## src/rtl/dbg_pkg.sv

```systemverilog
// Shared definitions for the debug command controller: command and status
// codes, the controller state encoding and frame-decoding helpers.
package dbg_pkg;

    localparam logic [7:0] CMD_NOP    = 8'h00;
    localparam logic [7:0] CMD_READ   = 8'h01;
    localparam logic [7:0] CMD_WRITE  = 8'h02;
    localparam logic [7:0] CMD_HALT   = 8'h03;
    localparam logic [7:0] CMD_RESUME = 8'h04;
    localparam logic [7:0] CMD_RESET  = 8'h05;

    localparam logic [7:0] ST_ACK     = 8'hAC;
    localparam logic [7:0] ST_TIMEOUT = 8'hEF;
    localparam logic [7:0] ST_ERR     = 8'hEE;

    typedef enum logic [2:0] {
        IDLE      = 3'd0,
        RX_ADDR   = 3'd1,
        RX_DATA   = 3'd2,
        WAIT_RDY  = 3'd3,
        ISSUE     = 3'd4,
        RELEASE   = 3'd5,
        TX_STATUS = 3'd6,
        TX_DATA   = 3'd7
    } dbg_state_e;

    // Commands followed by address bytes in the host frame.
    function automatic logic has_addr(input logic [7:0] cmd);
        return (cmd == CMD_READ) || (cmd == CMD_WRITE);
    endfunction

    // Commands followed by data bytes in the host frame.
    function automatic logic has_data(input logic [7:0] cmd);
        return (cmd == CMD_WRITE);
    endfunction

    // Codes that are forwarded to the DUT (NOP is handled separately).
    function automatic logic is_known(input logic [7:0] cmd);
        return (cmd >= CMD_READ) && (cmd <= CMD_RESET);
    endfunction

endpackage

```

## src/rtl/dbg_intf.sv

```systemverilog
// Debug bus between the command controller and the device under debug.
interface dbg_intf #(
    parameter int BITSIZE = 32
) ();
    logic [7:0]         cmd;
    logic [BITSIZE-1:0] addr;
    logic [BITSIZE-1:0] data_dbg_dut;
    logic [BITSIZE-1:0] data_dut_dbg;
    logic               dut_ready;
    logic               dut_done;

    modport dbg (
        output cmd, addr, data_dbg_dut,
        input  data_dut_dbg, dut_ready, dut_done
    );

    modport dut (
        input  cmd, addr, data_dbg_dut,
        output data_dut_dbg, dut_ready, dut_done
    );
endinterface

```

## src/rtl/dbg_cmd_ctrl.sv

```systemverilog
// Host-side debug command controller: assembles byte-serial host frames into
// debug bus commands, waits for completion and returns a status byte plus
// read data to the UART transmitter.
module dbg_cmd_ctrl
    import dbg_pkg::*;
#(
    parameter int BITSIZE = 32,
    parameter int TIMEOUT = 1024
) (
    input  logic       clk,
    input  logic       rstn_i,
    input  logic [7:0] rx_data_i,
    input  logic       rx_valid_i,
    output logic [7:0] tx_data_o,
    output logic       tx_valid_o,
    input  logic       tx_ready_i,
    output logic       overflow_o,
    dbg_intf.dbg       dbg
);

    localparam int NBYTES = BITSIZE / 8;
    localparam int CNT_W  = (NBYTES > 1) ? $clog2(NBYTES) : 1;
    localparam int TMO_W  = $clog2(TIMEOUT + 1);
    localparam logic [CNT_W-1:0] LAST_BYTE = CNT_W'(NBYTES - 1);
    localparam logic [TMO_W-1:0] TMO_LAST  = TMO_W'(TIMEOUT - 1);

    dbg_state_e         state_r;
    logic [7:0]         code_r;
    logic [7:0]         status_r;
    logic [BITSIZE-1:0] opr_r;      // operand assembly on rx, read data on tx
    logic [CNT_W-1:0]   cnt_r;
    logic [TMO_W-1:0]   tmo_r;
    logic [BITSIZE-1:0] opr_next_s;

    assign opr_next_s = (opr_r << 8) | BITSIZE'(rx_data_i);

    // Frame assembly, bus sequencing, timeout and response serialisation.
    always_ff @(posedge clk) begin
        if (!rstn_i) begin
            state_r          <= IDLE;
            code_r           <= 8'h00;
            status_r         <= 8'h00;
            opr_r            <= '0;
            cnt_r            <= '0;
            tmo_r            <= '0;
            tx_data_o        <= 8'h00;
            tx_valid_o       <= 1'b0;
            overflow_o       <= 1'b0;
            dbg.cmd          <= 8'h00;
            dbg.addr         <= '0;
            dbg.data_dbg_dut <= '0;
        end else begin
            if (rx_valid_i && (state_r != IDLE) && (state_r != RX_ADDR) &&
                (state_r != RX_DATA)) begin
                overflow_o <= 1'b1;
            end
            case (state_r)
                IDLE: begin
                    if (rx_valid_i && (rx_data_i != CMD_NOP)) begin
                        code_r <= rx_data_i;
                        cnt_r  <= '0;
                        tmo_r  <= '0;
                        if (!is_known(rx_data_i)) begin
                            status_r   <= ST_ERR;
                            tx_data_o  <= ST_ERR;
                            tx_valid_o <= 1'b1;
                            state_r    <= TX_STATUS;
                        end else if (has_addr(rx_data_i)) begin
                            state_r <= RX_ADDR;
                        end else if (dbg.dut_ready) begin
                            dbg.cmd <= rx_data_i;
                            state_r <= ISSUE;
                        end else begin
                            state_r <= WAIT_RDY;
                        end
                    end
                end
                RX_ADDR: begin
                    if (rx_valid_i) begin
                        opr_r <= opr_next_s;
                        cnt_r <= cnt_r + CNT_W'(1);
                        if (cnt_r == LAST_BYTE) begin
                            dbg.addr <= opr_next_s;
                            cnt_r    <= '0;
                            tmo_r    <= '0;
                            if (has_data(code_r)) begin
                                state_r <= RX_DATA;
                            end else if (dbg.dut_ready) begin
                                dbg.cmd <= code_r;
                                state_r <= ISSUE;
                            end else begin
                                state_r <= WAIT_RDY;
                            end
                        end
                    end
                end
                RX_DATA: begin
                    if (rx_valid_i) begin
                        opr_r <= opr_next_s;
                        cnt_r <= cnt_r + CNT_W'(1);
                        if (cnt_r == LAST_BYTE) begin
                            dbg.data_dbg_dut <= opr_next_s;
                            cnt_r            <= '0;
                            tmo_r            <= '0;
                            if (dbg.dut_ready) begin
                                dbg.cmd <= code_r;
                                state_r <= ISSUE;
                            end else begin
                                state_r <= WAIT_RDY;
                            end
                        end
                    end
                end
                WAIT_RDY: begin
                    if (dbg.dut_ready) begin
                        dbg.cmd <= code_r;
                        tmo_r   <= '0;
                        state_r <= ISSUE;
                    end else if (tmo_r == TMO_LAST) begin
                        status_r <= ST_TIMEOUT;
                        state_r  <= RELEASE;
                    end else begin
                        tmo_r <= tmo_r + TMO_W'(1);
                    end
                end
                ISSUE: begin
                    if (dbg.dut_done) begin
                        dbg.cmd  <= 8'h00;
                        opr_r    <= dbg.data_dut_dbg;
                        status_r <= ST_ACK;
                        state_r  <= RELEASE;
                    end else if (tmo_r == TMO_LAST) begin
                        dbg.cmd  <= 8'h00;
                        status_r <= ST_TIMEOUT;
                        state_r  <= RELEASE;
                    end else begin
                        tmo_r <= tmo_r + TMO_W'(1);
                    end
                end
                RELEASE: begin
                    if (!dbg.dut_done) begin
                        tx_data_o  <= status_r;
                        tx_valid_o <= 1'b1;
                        state_r    <= TX_STATUS;
                    end
                end
                TX_STATUS: begin
                    if (tx_ready_i) begin
                        if ((status_r == ST_ACK) && (code_r == CMD_READ)) begin
                            tx_data_o <= opr_r[BITSIZE-1 -: 8];
                            opr_r     <= opr_r << 8;
                            cnt_r     <= '0;
                            state_r   <= TX_DATA;
                        end else begin
                            tx_valid_o <= 1'b0;
                            state_r    <= IDLE;
                        end
                    end
                end
                TX_DATA: begin
                    if (tx_ready_i) begin
                        if (cnt_r == LAST_BYTE) begin
                            tx_valid_o <= 1'b0;
                            cnt_r      <= '0;
                            state_r    <= IDLE;
                        end else begin
                            tx_data_o <= opr_r[BITSIZE-1 -: 8];
                            opr_r     <= opr_r << 8;
                            cnt_r     <= cnt_r + CNT_W'(1);
                        end
                    end
                end
                default: begin
                    dbg.cmd    <= 8'h00;
                    tx_valid_o <= 1'b0;
                    state_r    <= IDLE;
                end
            endcase
        end
    end

endmodule

```

## src/flat_wrapper.sv

```systemverilog
// flat-port wrapper written by rule: the top's interface ports become plain ports
module dbg_cmd_ctrl_flat import dbg_pkg::*;
#(
    parameter int BITSIZE = 32,
    parameter int TIMEOUT = 1024
)
  (clk, rstn_i, rx_data_i, rx_valid_i, tx_data_o, tx_valid_o, tx_ready_i, overflow_o, dbg_cmd, dbg_addr, dbg_data_dbg_dut, dbg_data_dut_dbg, dbg_dut_ready, dbg_dut_done);
  dbg_intf #(.BITSIZE(BITSIZE)) dbg_i ();
  input  logic clk;
  input  logic rstn_i;
  input  logic [7:0] rx_data_i;
  input  logic rx_valid_i;
  output logic [7:0] tx_data_o;
  output logic tx_valid_o;
  input  logic tx_ready_i;
  output logic overflow_o;
  output wire logic [$bits(dbg_i.cmd)-1:0] dbg_cmd;
  output wire logic [$bits(dbg_i.addr)-1:0] dbg_addr;
  output wire logic [$bits(dbg_i.data_dbg_dut)-1:0] dbg_data_dbg_dut;
  input wire logic [$bits(dbg_i.data_dut_dbg)-1:0] dbg_data_dut_dbg;
  input wire logic [$bits(dbg_i.dut_ready)-1:0] dbg_dut_ready;
  input wire logic [$bits(dbg_i.dut_done)-1:0] dbg_dut_done;
  assign dbg_cmd = dbg_i.cmd;
  assign dbg_addr = dbg_i.addr;
  assign dbg_data_dbg_dut = dbg_i.data_dbg_dut;
  assign dbg_i.data_dut_dbg = dbg_data_dut_dbg;
  assign dbg_i.dut_ready = dbg_dut_ready;
  assign dbg_i.dut_done = dbg_dut_done;
  dbg_cmd_ctrl #(.BITSIZE(BITSIZE), .TIMEOUT(TIMEOUT)) u_core (.clk(clk), .rstn_i(rstn_i), .rx_data_i(rx_data_i), .rx_valid_i(rx_valid_i), .tx_data_o(tx_data_o), .tx_valid_o(tx_valid_o), .tx_ready_i(tx_ready_i), .overflow_o(overflow_o), .dbg(dbg_i));
endmodule
```

## config.mk

```make
export PLATFORM = sky130hd
export DESIGN_NAME = dbg_cmd_ctrl_flat
export DESIGN_NICKNAME = d
export VERILOG_FILES = /design/src/rtl/dbg_pkg.sv /design/src/rtl/dbg_intf.sv /design/src/rtl/dbg_cmd_ctrl.sv /design/src/flat_wrapper.sv
export SDC_FILE = /design/constraint.sdc
export NUM_CORES = 1
export LEC_CHECK = 0
export CORE_MARGIN = 3
export CORE_UTILIZATION = 45
export DETAILED_ROUTE_END_ITERATION = 8
export PLACE_DENSITY_LB_ADDON = 0.12
export SYNTH_ARGS = -nofsm -noshare
export SYNTH_HDL_FRONTEND = slang
export SYNTH_SLANG_ARGS = --single-unit
```

## constraint.sdc

```tcl
create_clock -name clk -period 3.9 [get_ports clk]
set_clock_uncertainty 0.2 [all_clocks]
set_input_delay 0.975 -clock clk [delete_from_list [all_inputs] [get_ports clk]]
set_output_delay 0.975 -clock clk [all_outputs]
set_load 0.005 [all_outputs]
```

======== Word-level counts from Yosys, hierarchy flattened ========
Cells that the tools add are included.
Widths: inputs -> output; s select.
operators by class
  add/subtract/negate cells ............... 2
  magnitude comparators ................... 2
  eq/ne operators ......................... 39
  mux-type cells .......................... 72
  bitwise operators ....................... 1
  reductions and logical operators ........ 28
operator list
  operator               number
  $mux 32                6
  $mux 8                 22
  $pmux 32 s4            1
  $mux 11                6
  $mux 3                 17
  $pmux 11 s4            1
  $pmux 8 s5             1
  $or 32x8->32           1
  $pmux 8 s4             1
  $ne 2x2->1 const B     14
  $pmux 3 s8             1
  $pmux 8 s3             1
  $eq 8x1->1 const B     2
  $eq 8x2->1 const B     2
  $ne 2x1->1 const B     8
  $reduce_and 8->1       2
  $reduce_bool 4->1      4
  $eq 3x3->1 const B     4
  $mux 2                 6
  $add 11x1->11 const B  1
  $eq 11x10->1 const B   1
  $reduce_and 11->1      1
  $reduce_and 9->1       1
  $eq 8x8->1 const B     1
  other kinds (24)       39
storage, ports and cells
  register bits ........................... 146
  output and inout bits ................... 82
  word-level logic and storage cells ...... 156

======== Longest topological paths before layout ========
  depth in word-level cells ............... 6
  gate-level depth with buffers ........... 9

======== Worst setup path before layout ========
No wires, ideal clock.
  path type ............................... input -> register
  from .................................... input port rx_data_i[3]
  to ...................................... register u_core.tmo_r[8]
  setup time .............................. 0.119 ns
  data arrival time ....................... 2.582 ns
  required time ........................... 3.581 ns
  slack ................................... 1.000 ns
  stages on the path ...................... 7
  buffers on the path ..................... 2
  cell sequence ........................... or4_4 > o31a_1 > buf_6 > o221ai_4 > buf_6 > nor3_1 > o221a_1
between the ends
  cells in the longest elaborated chain, start to end .. 4
RTL lines
  what                        RTL line             RTL
  from (decl)                 flat_wrapper.sv:11   input logic [7:0] rx_data_i;
  $reduce_bool 8->1           dbg_cmd_ctrl.sv:59   if (rx_valid_i && (rx_data_i != CMD_NOP)) begin
  $logic_and 1x1->1           dbg_cmd_ctrl.sv:59
  $ne 2x1->1 (no line)        --
  $reduce_and 5->1 (no line)  --
  to (signal assigned)        dbg_cmd_ctrl.sv:123  tmo_r <= tmo_r + TMO_W'(1);
  to (signal assigned)        dbg_cmd_ctrl.sv:137  tmo_r <= tmo_r + TMO_W'(1);
  to (decl)                   dbg_cmd_ctrl.sv:32   logic [TMO_W-1:0] tmo_r;
Every way passes these cells.
A chain may end at the register's enable or synchronous reset.

======== Worst setup path in the final report ========
  from .................................... input port rx_data_i[3]
  to ...................................... register u_core.dbg.cmd[0]
between the ends
  cells in the longest elaborated chain, start to end .. 4
RTL lines
  what                                                       RTL line             RTL
  $ge 8x1->1, or another cell as far along                   dbg_pkg.sv:39        return (cmd >= CMD_READ) && (cmd <= CMD_RESET);
  $logic_and 1x1->1, or another cell as far along            dbg_pkg.sv:39
  $ne 2x1->1 (no line) / $ne 2x2->1 (equally long branches)  --
  $reduce_and 11->1 (no line) *                              --
  to (signal assigned)                                       dbg_cmd_ctrl.sv:71   dbg.cmd <= rx_data_i;
  to (signal assigned)                                       dbg_cmd_ctrl.sv:89   dbg.cmd <= code_r;
  to (signal assigned)                                       dbg_cmd_ctrl.sv:106  dbg.cmd <= code_r;
  to (decl)                                                  dbg_intf.sv:13       output cmd, addr, data_dbg_dut,
Every way passes the cells marked *; elsewhere a longest branch is shown, timed or not.

==> out/metrics.yaml <==
cp_max_fo: 16
slowest_delay_ps: 800
drcViolationCount: 0
tritoncts: "built"
fillers: 1226
p_leak_nw: 2.863
cts_buffer_depth: 2
dp_cells: 1051
p_total_mw: 5.544
nets: 938
clock_sinks: 146
critPathRequiredTime_ps: 4040
crit_type: "input pin to flop"
grt_max_degree: 119
grt_pass1_wl_mm: 30.22
post-place-ws_ps: 148.3
hold_buffers: 0
dp_hpwl_mm: 13.14
ant_nets: 0
clock.fmax_mhz: 300.4
fin_area_um2: 8549
coreArea_um2: 13990
cap_violations: 0
post_cts_resized: 0
die_h_um: 126.1
chipWidth_um: 126.1
syn_to_final_growth_pct: 31.81
drtPass1Iterations: 5
io_buffer_count: 127
yosys_warnings: 0
grt_overflow_total: 0
async_flop_share_pct: 0
hold_class: "flop to flop"
synth_area_leaders: "dfxtp_1, nand2_1, a21oi_1"
post_cts_buffers: 0
syn_area_per_cell_um2: 8.369
p_int_mw: 3.490
drt-initial-drc-count: 514
r2r_slack_ps: 880
syn_nets: 823
h-tree-depth: 4
vias_per_cell: 5.717
hold_path.startpoint: "u_core.dbg.data_dbg_dut[29]"
drt-total-wl_mm: 18.93
setup_viol: 0
placementRows: 43
die_area_um2: 15890
ys_ff_latch: 146
clockRootBuffer: "clkbuf_16"
fin_ws_ps: 570.9
rsz0062_at_grt: "false"
ir_worst_vdd_mv: 0.3493
cp.depth: 7
antenna_found_initial: 0
path_cells: "clkdlybuf4s50_1, or4_4, nor2_4, a21oi_1, a2111oi_4, nor2_1, a211oi_2"
relSlewSlack_pct: 33.67
min_period_over_period_pct: 85.36
min_period_ps: 3329
r2r_end: "u_core.dbg.cmd[0]"
vias: 6192
end_kind: "flop"
seqCellArea_um2: 2923
comb_power_share_pct: 34.3
netlist.area_leader.share_pct: 45.06
drv_slew: 0
timing.rr.start: "u_core.state_r[0]"
min_path_cells: 2
final-hold-violation-count: 0
powerDensity_nw_per_um2: 648.5
grt_pass1_vias: 5801
synth_top_area_cell: "dfxtp_1"
synth_seq_area_share_pct: 45.06
clk_pin_slew_ps: 60
place_congestion: 0.9223
clkPwrFrac_pct: 28.2
drt-wirelength-per-cell_um: 17.47
final_util_pct: 61.12
status: "finished, final reports clean"
r2r_cells: 6
holdWs_ps: 252.8
clk_latency_ps: 430
cpLargestDelayFamily: "compound AO/OA/AOI/OAI gates"
stdcell_count: 1083
worst_setup_path_start_kind: "input pin"
holdPathEnd: "u_core.dbg.data_dbg_dut[29]"
netlist_instances: 775
yosysUniqueCellTypes: 67
ios: 128
switching_power_mw: 2.054
switching_share_pct: 37.05
syn_area_um2: 6486
initial_utilization_pct: 46.37
dpl_cell_area_um2: 7980
multiInputGateArea_um2: 3287
cp_slowest_cell: "a2111oi_4"
critical_path_arrival_ps: 3470
setup_tns_ps: 0
timing.critical_path.buf_inv: 1
n_antenna_cell: 0
ys.flop_type: "dfxtp_1"
p_seq_share_pct: 37.6
grt_usage_pct: 23.53
synth_edf_count: 0
tightest_slew_ps: 995.0
numCtsBuffers: 17
drive_above_1_share_pct: 10.41
tightest hold or removal path, delay by kind of cell, from the launching register on:
kind / cells / cell delay [ps]
DFF: 1 / 310
and+or+nand+nor: 1 / 50
AOI/OAI and AO/OA: 1 / 50
cell families (layout without fill, tap and decap cells):
group | Yosys count | in the layout | synth area share [%]
and+or+nand+nor | 297 | 297 | 20.37
AOI/OAI and AO/OA | 229 | 229 | 24.40
DFF | 146 | 146 | 45.06
buffers and inverters | 67 | 195 | 4.494
muxes | 26 | 26 | 4.205
xor gates and xnor gates | 8 | 8 | 1.080
adders and majority gates | 2 | 2 | 0.3857
worst max-delay path by stage:
stage                      start  slack [ps]           endpoint
global placement    rx_data_i[3]         270  u_core.dbg.cmd[5]
CTS                 rx_data_i[3]         590  u_core.dbg.cmd[0]
detailed placement  rx_data_i[3]         150  u_core.dbg.cmd[0]
global route        rx_data_i[3]         460  u_core.dbg.cmd[0]
floorplan           rx_data_i[3]        1000    u_core.tmo_r[8]
finish              rx_data_i[3]         570  u_core.dbg.cmd[0]
final cells by class:
type,instances,area share (%)
clock buffer,19,5.181
tap,180,2.634
multi-input combinational,562,38.45
sequential,146,34.19
inverter,6,0.2781
timing repair buffer,157,17.80
clock inverter,13,1.478
power groups by stage:
| stage | Sequential, mW | Combinational, mW | Clock (mW) |
|---|---|---|---|
| 6_report | 2.08 | 1.90 | 1.56 |
| 5_1_grt | 2.11 | 2.10 | 1.65 |
| 4_1_cts | 2.07 | 1.89 | 1.57 |
| 3_5_place_dp | 2.11 | 1.88 | 0 |
| 3_3_place_gp | 2.09 | 1.82 | 0 |
| 2_1_floorplan | 1.99 | 1.39 | 0 |
synthesized netlist by cell type, drive strengths merged (2+ instances only):
cell	count
nand2	160
dfxtp	146
a21oi	93
nor2	70
a211oi	43
clkbuf	43
mux2i	26
o21ai	22
buf	18
a22oi	17
nand3	17
nor3	10
o221a	8
xnor2	8
a22o	7
nand4	7
nor4b	7
a21o	5
inv	5
nor4	5
o211ai	5
o21a	5
a31oi	4
nor2b	4
or3	4
nand2b	3
o31ai	3
and3	2
and3b	2
ha	2
o22ai	2
o32ai	2
o41a	2
flip-flops by register name, indices dropped and copies added (netlist names):
| name | flops |
|---|---|
| u_core.cnt_r | 2 |
| u_core.code_r | 8 |
| u_core.dbg.addr | 32 |
| u_core.dbg.cmd | 8 |
| u_core.dbg.data_dbg_dut | 32 |
| u_core.opr_r | 32 |
| u_core.overflow_o | 1 |
| u_core.state_r | 3 |
| u_core.status_r | 8 |
| u_core.tmo_r | 11 |
| u_core.tx_data_o | 8 |
| u_core.tx_valid_o | 1 |
cell usage in the layout (no fill, tap or decap), drive strengths merged, types with 2 or more instances in the layout:
cell	Yosys	layout
nand2	160	160
dfxtp	146	146
clkdlybuf4s50	0	127
a21oi	93	93
nor2	70	70
a211oi	43	43
buf	18	30
mux2i	26	26
o21ai	22	22
clkbuf	43	19
a22oi	17	17
nand3	17	17
nor3	10	10
xnor2	8	8
o221a	8	8
inv	5	8
a22o	7	7
nor4b	7	7
nand4	7	7
clkinvlp	0	6
o21a	5	5
a21o	5	5
o211ai	5	5
nor4	5	5
nor2b	4	4
or3	4	4
a31oi	4	4
clkinv	1	4
nand2b	3	3
o31ai	3	3
and3b	2	2
o22ai	2	2
o32ai	2	2
o41a	2	2
and3	2	2
ha	2	2
per-layer routing:
metal	share of wire [%]	up-vias	GRT usage (%)	wire length (um)
met5	0	-	0	0
met4	1.4	0	6.435	269
met3	8.3	24	7.125	1563
met2	47	230	37.21	8968
met1	43	2946	31.38	8123
li1	-	2992	-	-
Power figures use the tool's default switching activity.
